--- src/rtl/pid_pkg.sv ---
// Shared PID definitions: default widths, FSM state type, saturation limits
// and a saturating narrow helper usable by every PID path.
package pid_pkg;

  localparam int unsigned E_W     = 6;
  localparam int unsigned K_W     = 6;
  localparam int unsigned D_OUT_W = 6;

  typedef enum logic [1:0] {
    IDLE = 2'd0,
    MULT = 2'd1,
    DONE = 2'd2
  } pid_state_e;

  // Limits for the default output width.
  localparam int SAT_HI = (1 <<< (D_OUT_W - 1)) - 1;
  localparam int SAT_LO = -(1 <<< (D_OUT_W - 1));

  // Clip a signed value into the range of an out_w-bit two's-complement word.
  function automatic logic signed [31:0] sat_clip(input logic signed [31:0] x,
                                                  input int unsigned out_w);
    logic signed [31:0] hi;
    logic signed [31:0] lo;
    hi = (32'sd1 <<< (out_w - 32'd1)) - 32'sd1;
    lo = -(32'sd1 <<< (out_w - 32'd1));
    if (x > hi) begin
      sat_clip = hi;
    end else if (x < lo) begin
      sat_clip = lo;
    end else begin
      sat_clip = x;
    end
  endfunction

endpackage

--- src/rtl/differentiator_seq_mult_signed.sv ---
// Repeated-addition multiplier: signed multiplicand times unsigned multiplier.
// start_i loads operands and clears the accumulator; each step_i adds the
// multiplicand once and decrements the remaining count. last_c flags that the
// current step is the final one.
module seq_mult_signed #(
  parameter int unsigned MW = 7,
  parameter int unsigned KW = 6
) (
  input  logic                       clk,
  input  logic                       rst,
  input  logic                       start_i,
  input  logic                       step_i,
  input  logic signed [MW-1:0]       mcand_i,
  input  logic        [KW-1:0]       mplier_i,
  output logic signed [MW+KW-1:0]    prod_o,
  output logic                       last_c
);

  localparam int unsigned AW = MW + KW;

  logic signed [AW-1:0] acc_q;
  logic signed [MW-1:0] mcand_q;
  logic        [KW-1:0] count_q;

  // Load operands on start, accumulate one multiplicand per step.
  always_ff @(posedge clk) begin
    if (rst) begin
      acc_q   <= '0;
      mcand_q <= '0;
      count_q <= '0;
    end else if (start_i) begin
      acc_q   <= '0;
      mcand_q <= mcand_i;
      count_q <= mplier_i;
    end else if (step_i) begin
      acc_q   <= acc_q + AW'(mcand_q);
      count_q <= count_q - KW'(1);
    end
  end

  assign prod_o = acc_q;
  assign last_c = (count_q == KW'(1));

endmodule

--- src/rtl/differentiator.sv ---
// Derivative term of the PID controller: first difference of successive
// error samples scaled by K_d through a sequential multiplier.
// Build option: define DIFFERENTIATOR_SAT_EN to saturate the output instead
// of wrapping it to OUT_W bits.
module differentiator
  import pid_pkg::*;
#(
  parameter int unsigned W     = E_W,
  parameter int unsigned KW    = K_W,
  parameter int unsigned OUT_W = D_OUT_W
) (
  input  logic                    clk,
  input  logic                    rst,
  input  logic                    ena,
  input  logic                    e_valid,
  input  logic signed [W-1:0]     e,
  input  logic        [KW-1:0]    K_d,
  output logic                    busy,
  output logic                    d_valid,
  output logic signed [OUT_W-1:0] d_contrib
);

  localparam int unsigned DW = W + 1;
  localparam int unsigned AW = DW + KW;

  pid_state_e state_q, state_d;

  logic signed [W-1:0]     e_prev_q;
  logic                    first_q;
  logic                    busy_q;
  logic                    d_valid_q;
  logic signed [OUT_W-1:0] d_contrib_q, d_contrib_d;

  logic                    start;
  logic                    step;
  logic signed [DW-1:0]    diff;
  logic signed [AW-1:0]    prod;
  logic                    last_c;

`ifdef DIFFERENTIATOR_SAT_EN
  function automatic logic signed [OUT_W-1:0] convert(input logic signed [AW-1:0] x);
    convert = OUT_W'(sat_clip(32'(x), OUT_W));
  endfunction
`else
  function automatic logic signed [OUT_W-1:0] convert(input logic signed [AW-1:0] x);
    convert = x[OUT_W-1:0];
  endfunction
`endif

  // The first sample after reset has no predecessor, so it contributes no kick.
  assign diff = first_q ? '0 : (DW'(e) - DW'(e_prev_q));

  seq_mult_signed #(
    .MW (DW),
    .KW (KW)
  ) u_mult (
    .clk      (clk),
    .rst      (rst),
    .start_i  (start),
    .step_i   (step),
    .mcand_i  (diff),
    .mplier_i (K_d),
    .prod_o   (prod),
    .last_c   (last_c)
  );

  // Next-state and control; nothing advances while ena is low.
  always_comb begin
    state_d     = state_q;
    start       = 1'b0;
    step        = 1'b0;
    d_contrib_d = d_contrib_q;
    if (ena) begin
      case (state_q)
        IDLE: begin
          if (e_valid) begin
            start   = 1'b1;
            state_d = (K_d == '0) ? DONE : MULT;
          end
        end
        MULT: begin
          step = 1'b1;
          if (last_c) begin
            state_d = DONE;
          end
        end
        DONE: begin
          d_contrib_d = convert(prod);
          state_d     = IDLE;
        end
        default: begin
          state_d = IDLE;
        end
      endcase
    end
  end

  // State, sample history and registered outputs.
  always_ff @(posedge clk) begin
    if (rst) begin
      state_q     <= IDLE;
      e_prev_q    <= '0;
      first_q     <= 1'b1;
      busy_q      <= 1'b0;
      d_valid_q   <= 1'b0;
      d_contrib_q <= '0;
    end else if (ena) begin
      state_q     <= state_d;
      busy_q      <= (state_d != IDLE);
      d_valid_q   <= (state_d == DONE);
      d_contrib_q <= d_contrib_d;
      if (start) begin
        e_prev_q <= e;
        first_q  <= 1'b0;
      end
    end
  end

  assign busy      = busy_q;
  assign d_valid   = d_valid_q;
  assign d_contrib = d_contrib_q;

endmodule
--- config.mk ---
export PLATFORM = sky130hd
export DESIGN_NAME = differentiator
export DESIGN_NICKNAME = d
export VERILOG_FILES = /design/src/rtl/pid_pkg.sv /design/src/rtl/differentiator_seq_mult_signed.sv /design/src/rtl/differentiator.sv
export SDC_FILE = /design/constraint.sdc
export NUM_CORES = 1
export LEC_CHECK = 0
export CAP_MARGIN = 30
export CORE_MARGIN = 3
export CORE_UTILIZATION = 55
export DETAILED_ROUTE_END_ITERATION = 7
export PLACE_DENSITY = 0.87
export SLEW_MARGIN = 10
export SYNTH_ARGS = -nofsm -noshare
export SYNTH_HDL_FRONTEND = slang
export SYNTH_SLANG_ARGS = --single-unit
--- constraint.sdc ---
create_clock -name clk -period 2.3 [get_ports clk]
set_input_delay 0.345 -clock clk [delete_from_list [all_inputs] [get_ports clk]]
set_output_delay 0.345 -clock clk [all_outputs]
set_load 0.01 [all_outputs]
# == Word level (Yosys, flattened, before mapping) ==
# Cells that the tools add are included.
# classes
muxes,13
add_sub_neg,3
reduce_logical,7
n_eq_ne,4
# ops
op,count
13-bit by 7-bit adder with 13-bit output,1
6-bit two-way mux,2
2-bit two-way mux,4
7-bit two-way mux,1
6-bit by 6-bit subtractor with 7-bit output,1
6-bit by 1-bit equality test with 1-bit output (second input constant),1
6-bit zero test,1
6-bit by 1-bit subtractor with 6-bit output (second input constant),1
1-bit two-way mux,5
2-bit equality test (second input constant),2
2-bit case mux with 2 select lines,1
2-bit AND reduction,2
2-bit nonzero test,2
2-bit by 1-bit equality test with 1-bit output (second input constant),1
2-bit zero test,1
2-bit OR reduction,1
# word_totals
ff_bits,43
word_cells,36
output_inout_bits,8

# == Depth between registers and ports, before layout ==
# Gate-level depths: netlist of run 1.
# depth
ltp_word,6
depth_mapped,9
ltp_nobuf,9

# == Modules after synthesis ==
# Synthesis of run 1 repeated with hierarchy kept, for this count alone.
# unflattened
hier_cells,300
area_unflattened_um2,2618.8
# modules_own_cells
module,instances,area_each_um2,cells_per_inst
seq_mult_signed,1,1600.3,187
differentiator,1,1018.5,113

# == Worst setup path before layout of run 1 ==
# Ideal clock, no wire load.
# synth_path
path_kind,input to register
start,in e[0]
end,reg u_mult.mcand_q[4]
setup_ps,71
n_path_buf,0
arrival_ps,1765
stages,9
slack_ps,465
path_cell_list,inv_1 > ha_1 > inv_1 > fa_1 > a21o_1 > a21oi_1 > xor2_1 > or3_1 > a21oi_1
# synth_via
elab_chain_cells,2
# synth_rtl
item,line_no,rtl
from (decl),differentiator.sv:16,"input logic signed [W-1:0] e,"
6-bit by 6-bit subtractor with 7-bit output,differentiator.sv:51,assign diff = first_q ? '0 : (DW'(e) - DW'(e_prev_q));
7-bit two-way mux,differentiator.sv:51,
to (signal assigned),differentiator_seq_mult_signed.sv:33,mcand_q <= mcand_i;
to (decl),differentiator_seq_mult_signed.sv:22,logic signed [MW-1:0] mcand_q;
# No other way between the ends.
# A chain may end at the register's enable or synchronous reset.

# == Final worst setup path of run 1 ==
# Same ends and word-level chain as after synthesis.

==> flow_summary.json, run 1 <==
{
  "stdcell_area_um2": 2360,
  "max_freq_mhz": 505,
  "ant_nets": 0,
  "place.gp.congestion": 0.869,
  "syn_area_um2": 1960,
  "worst-path-max-fanout": 2,
  "numCtsBuffers": 5,
  "synth_edf_count": 0,
  "h-tree-depth": 2,
  "synthesis.nets": 265,
  "synth_area_leaders": "dfxtp_1 (36%), ha_1 (7.6%), nor2_1 (6.7%), a21oi_1 (5.6%), nand2_1 (4.4%)",
  "antenna_found_initial": 0,
  "final_util": 0.696,
  "synth_top_area_frac": 0.357,
  "p_total_uw": 1410,
  "crit_path_start_kind": "primary input",
  "slew_violations": 0,
  "clk_pin_slew_worst_paths_ns": 0.12,
  "powerDensity_nw_per_um2": 597,
  "yosys-top-cells-count": "dfxtp_1 (35), nor2_1 (35), nand2_1 (23)",
  "outcome": "finished clean",
  "tightest_slew_ns": 0.409,
  "path_cells": "clkdlybuf4s50_1 > inv_1 > ha_1 > inv_1 > fa_1 > a21o_1 > a21oi_1 > xor2_1 > or3_1 > a21oi_1",
  "syn_inst": 235,
  "grt_max_degree": 14,
  "slew_headroom": 0.727,
  "yosysSeqAreaShare": 0.357,
  "dp_hpwl_um": 2950,
  "critPathArrivalTime_ns": 2.27,
  "nNetsFinal": 295,
  "tritoncts": "yes",
  "num_vias": 1684,
  "antennaDiodeCount": 0,
  "cts_buffer_depth": 2,
  "rsz0062_at_grt": "no",
  "drtIter0Drc": 126,
  "cts_setup_buffers": 0,
  "layout-drive-gt1-share": 0.0827,
  "period_minus_slack_ns": 1.98,
  "synth_seq_cells": 35,
  "cp.required_ns": 2.59,
  "fin_crit_sh": 0.860,
  "finalHoldViolCount": 0,
  "cts.sinks": 35,
  "cts.repair.resized": 0,
  "grt_util_all_layers": 0.200,
  "die_h_um": 65.7,
  "totalWireLength_um": 3890,
  "fp.coreArea_um2": 3390,
  "setup_violations": 0,
  "place_area_um2": 2260,
  "io_pins": 24,
  "leakage_uw": 0.000984,
  "critical_path_class": "primary input to flip-flop",
  "critPathCaptureType": "flip-flop",
  "wl_per_cell_um": 12.5,
  "firstDrtPassIters": 4,
  "yosysTopAreaCell": "dfxtp_1",
  "async_flop_share": 0,
  "grt_pass1_wl_um": 6680,
  "yosysUniqueCellTypes": 46,
  "cts-root-buf": "clkbuf_4",
  "min_path_type": "flip-flop to flip-flop",
  "ir_drop_v": 0.000343,
  "clk_latency_ns": 0.35,
  "overflow": 0,
  "worst_path_max_delay_cell": "clkdlybuf4s50_1",
  "syn_avg_cell_area_um2": 8.35,
  "io_buffers": 23,
  "grt_pass1_vias": 1557,
  "hold_buffers": 0,
  "yosysWarnings": 0,
  "cap_violations": 0,
  "initial_core_util": 0.579,
  "syn_to_final_growth_pct": 20.1,
  "viasPerCell": 5.40,
  "synth_ff_type": "dfxtp_1",
  "drc": 0,
  "final.setup_skew_ns": 0.0205,
  "fp-row-count": 21,
  "critical_path.max_stage_delay_ns": 0.42,
  "die_w_um": 65.7,
  "fillCellCount": 248,
  "die_area_um2": 4320
}
[where the power goes]
part	internal, µW	switching (µW)	total, µW
registers	627	23.8	651
clock network	339	207	546
logic	99.0	112	211
total	1070	342	1410
[cell usage in the layout (no fill, tap or decap), drive strengths merged, types with 2 or more instances in the layout]
cell | netlist | layout
nor2 | 35 | 35
dfxtp | 35 | 35
nand2 | 25 | 25
clkdlybuf4s50 | 0 | 23
a21oi | 22 | 22
inv | 13 | 13
ha | 12 | 12
o21ai | 12 | 12
buf | 7 | 10
mux2i | 8 | 8
a21o | 7 | 7
nand3 | 6 | 6
clkbuf | 3 | 6
a211oi | 4 | 4
nor3b | 3 | 3
nand2b | 3 | 3
xnor2 | 3 | 3
a22oi | 3 | 3
nor3 | 3 | 3
a2111oi | 3 | 3
and2b | 2 | 2
nand3b | 2 | 2
nor2b | 2 | 2
or3 | 2 | 2
nor4 | 2 | 2
a22o | 2 | 2
xor2 | 2 | 2
fa | 2 | 2
bufinv | 0 | 2
nor4b | 2 | 2
[layer usage]
metal | track usage | vias to the layer above | share of wire
met2 | 0.328 | 51 | 0.47
met4 | 0.101 | 0 | 0.015
met5 | 0 | - | 0
li1 | - | 875 | -
met3 | 0.0444 | 8 | 0.064
met1 | 0.243 | 750 | 0.45
[cell type report]
type,count,area (µm²),share of cell area
tap,46,57.6,0.0244
clock inverter,2,60.1,0.0255
timing repair buffer,33,305,0.129
sequential,35,701,0.297
clock buffer,6,41.3,0.0175
multi-input combinational,177,1140,0.485
inverter,13,48.8,0.0207
[sequential cells by signal, summed over array words and instances, names as in the netlist]
register        cells
d_contrib           6
first_q             1
e_prev_q            6
u_mult.count_q      6
d_valid             1
u_mult.mcand_q      6
busy                1
state_q             2
u_mult.prod_o       6
[worst max-delay path, delay by kind of cell]
family	cells	cell delay (ns)
adders and majority gates	2	0.55
buffers and inverters	3	0.53
AOI/OAI and AO/OA	3	0.46
and+or+nand+nor	1	0.30
xor gates and xnor gates	1	0.07
[metrics by stage]
step           hold WS, ns  worst slack [ns]  cells  TNS [ns]
3_5_place_dp         0.447           -0.0379    304   -0.0564
5_1_grt              0.478             0.189    312         0
3_3_place_gp         0.444          -0.00249    304  -0.00249
4_1_cts              0.464             0.311    312         0
2_1_floorplan        0.436             0.465    235         0
6_report             0.463             0.322    312         0
[path summary, 6_finish.rpt]
path | start | endpoint | slack [ns] | cells past startpoint
max | e[0] | u_mult.mcand_q[4] | 0.32 | 10
min | e_prev_q[4] | e_prev_q[4] | 0.46 | 2
max reg2reg | e_prev_q[0] | u_mult.mcand_q[4] | 0.43 | 8
min reg2reg | e_prev_q[4] | e_prev_q[4] | 0.46 | 2
[cells by family after synthesis]
group,count (synthesis),share of synthesized area
AND/OR/NAND/NOR,91,0.226
flip-flops,35,0.357
XOR/XNOR,5,0.0223
multiplexers,8,0.0408
adder cells (fa/ha/maj),14,0.0969
buffers and inverters,23,0.0599
AO/OA/AOI/OAI,59,0.198
(Power assumes the default switching activity.)
==> inputs of run 2 (changes only) <==
==> constraint.sdc (replaced) <==
create_clock -name clk -period 2.3 [get_ports clk]
set_input_delay 0.23 -clock clk [delete_from_list [all_inputs] [get_ports clk]]
set_output_delay 0.23 -clock clk [all_outputs]
set_load 0.01 [all_outputs]
==> flow_summary.json, run 2 (synthesis results as in run 1) <==
{
  "outcome": "finished clean",
  "die_h_um": 65.7,
  "r2r_start": "e_prev_q[0]",
  "overflow": 0,
  "route.met2.wl_um": 1760,
  "numCtsBuffers": 5,
  "tritoncts": "yes",
  "dp_hpwl_um": 2940,
  "cts_setup_buffers": 0,
  "crit_end": "u_mult.mcand_q[4]",
  "critPathLaunch": "e[0]",
  "fin_tns_setup_ns": 0,
  "nNetsFinal": 293,
  "crit_path_start_kind": "primary input",
  "max_freq_mhz": 513,
  "met1_length_um": 1790,
  "min-delay-start": "u_mult.mcand_q[4]",
  "antenna_found_initial": 0,
  "die_w_um": 65.7,
  "slew_violations": 0,
  "grt_max_degree": 16,
  "io_buffers": 23,
  "top_layer": "met4",
  "setup_violations": 0,
  "cts.sinks": 35,
  "final.setup_skew_ns": 0.00749,
  "totalWireLength_um": 3780,
  "drtIter0Drc": 125,
  "finalHoldViolCount": 0,
  "clk_pin_slew_worst_paths_ns": 0.10,
  "min_path_type": "flip-flop to flip-flop",
  "wl_per_cell_um": 12.2,
  "critical_path_class": "primary input to flip-flop",
  "fp-row-count": 21,
  "powerDensity_nw_per_um2": 566,
  "fp.coreArea_um2": 3390,
  "grt_pass1_vias": 1538,
  "io_pins": 24,
  "cts_buffer_depth": 2,
  "place.gp.congestion": 0.865,
  "cts-root-buf": "clkbuf_4",
  "final_cell_mix": "nor2_1 (35), dfxtp_1 (35), nand2_1 (23), clkdlybuf4s50_1 (23), a21oi_1 (22)",
  "fin_crit_sh": 0.847,
  "die_area_um2": 4320,
  "critPathCaptureType": "flip-flop",
  "reg2regPathDepth": 8,
  "met3_length_um": 165,
  "period_minus_slack_ns": 1.95,
  "tightest_slew_ns": 0.422,
  "worst-path-max-fanout": 2,
  "firstDrtPassIters": 4,
  "hold_buffers": 0,
  "leakage_uw": 0.000970,
  "num_vias": 1670,
  "slew_headroom": 0.718,
  "clk_latency_ns": 0.34,
  "antennaDiodeCount": 0,
  "h-tree-depth": 2,
  "rsz0062_at_grt": "no",
  "viasPerCell": 5.39,
  "ir_drop_v": 0.000398,
  "ant_nets": 0,
  "rrSetupSlack_ns": 0.38,
  "layout-drive-gt1-share": 0.0795,
  "cap_violations": 0,
  "grt_util_all_layers": 0.192,
  "cts.repair.resized": 0,
  "drc": 0,
  "syn_to_final_growth_pct": 18.6,
  "cp.required_ns": 2.58,
  "hold_path_depth": 2,
  "grt_pass1_wl_um": 6510,
  "initial_core_util": 0.579,
  "rr_endpoint": "u_mult.mcand_q[4]",
  "fin_hold_ws_ns": 0.461,
  "critPathArrivalTime_ns": 2.23
}
run 2: cell count changes in the layout (fill, tap and decap cells not counted), sizes merged:
cell | before | now
buf | 10 | 8
bufinv | 2 | 1
clkinv | 0 | 1
run 2: how the worst min path moves through the flow:
stage	end
global route	e_prev_q[0]
global placement	e_prev_q[3]
floorplan	e_prev_q[1]
detailed placement	e_prev_q[2]
CTS	e_prev_q[0]
finish	u_mult.mcand_q[4]
run 2: per-layer routing:
layer	track usage	vias up
met3	0.0410	8
met2	0.320	34
met1	0.239	753
met4	0.0777	0
li1	-	875
met5	0	-
run 2: report_power, final:
part	total (µW)	switching (µW)	internal (µW)
clock	459	202	257
combinational	207	110	97.8
sequential	651	24.3	627
total	1320	336	981
run 2: cell type report:
class,instances,area [µm²]
multi-input cells,177,1140
fillers,276,1060
flip-flops and latches,35,701
repair buffers,31,290
well taps,46,57.6
clock buffers,6,51.3
inverters,13,48.8
clock inverters,2,35.0
run 2: critical path, stage by stage:
cell and delay (ns):
clkdlybuf4s50_1 0.42, inv_1 0.06, ha_1 0.16, inv_1 0.05, fa_1 0.39, a21o_1 0.18, a21oi_1 0.21, xor2_1 0.08
or3_1 0.31, a21oi_1 0.14
run 2: stage by stage:
stage               setup slack, ns  instance area [µm²]   util  std cells  power [µW]
finish                        0.352                 2330  0.687        310        1320
floorplan                     0.538                 1960      -        235         805
CTS                           0.386                 2330  0.687        310        1330
global placement             0.0821                 2240  0.661        302         863
global route                  0.261                 2330  0.687        310        1380
detailed placement           0.0242                 2240  0.661        302         871
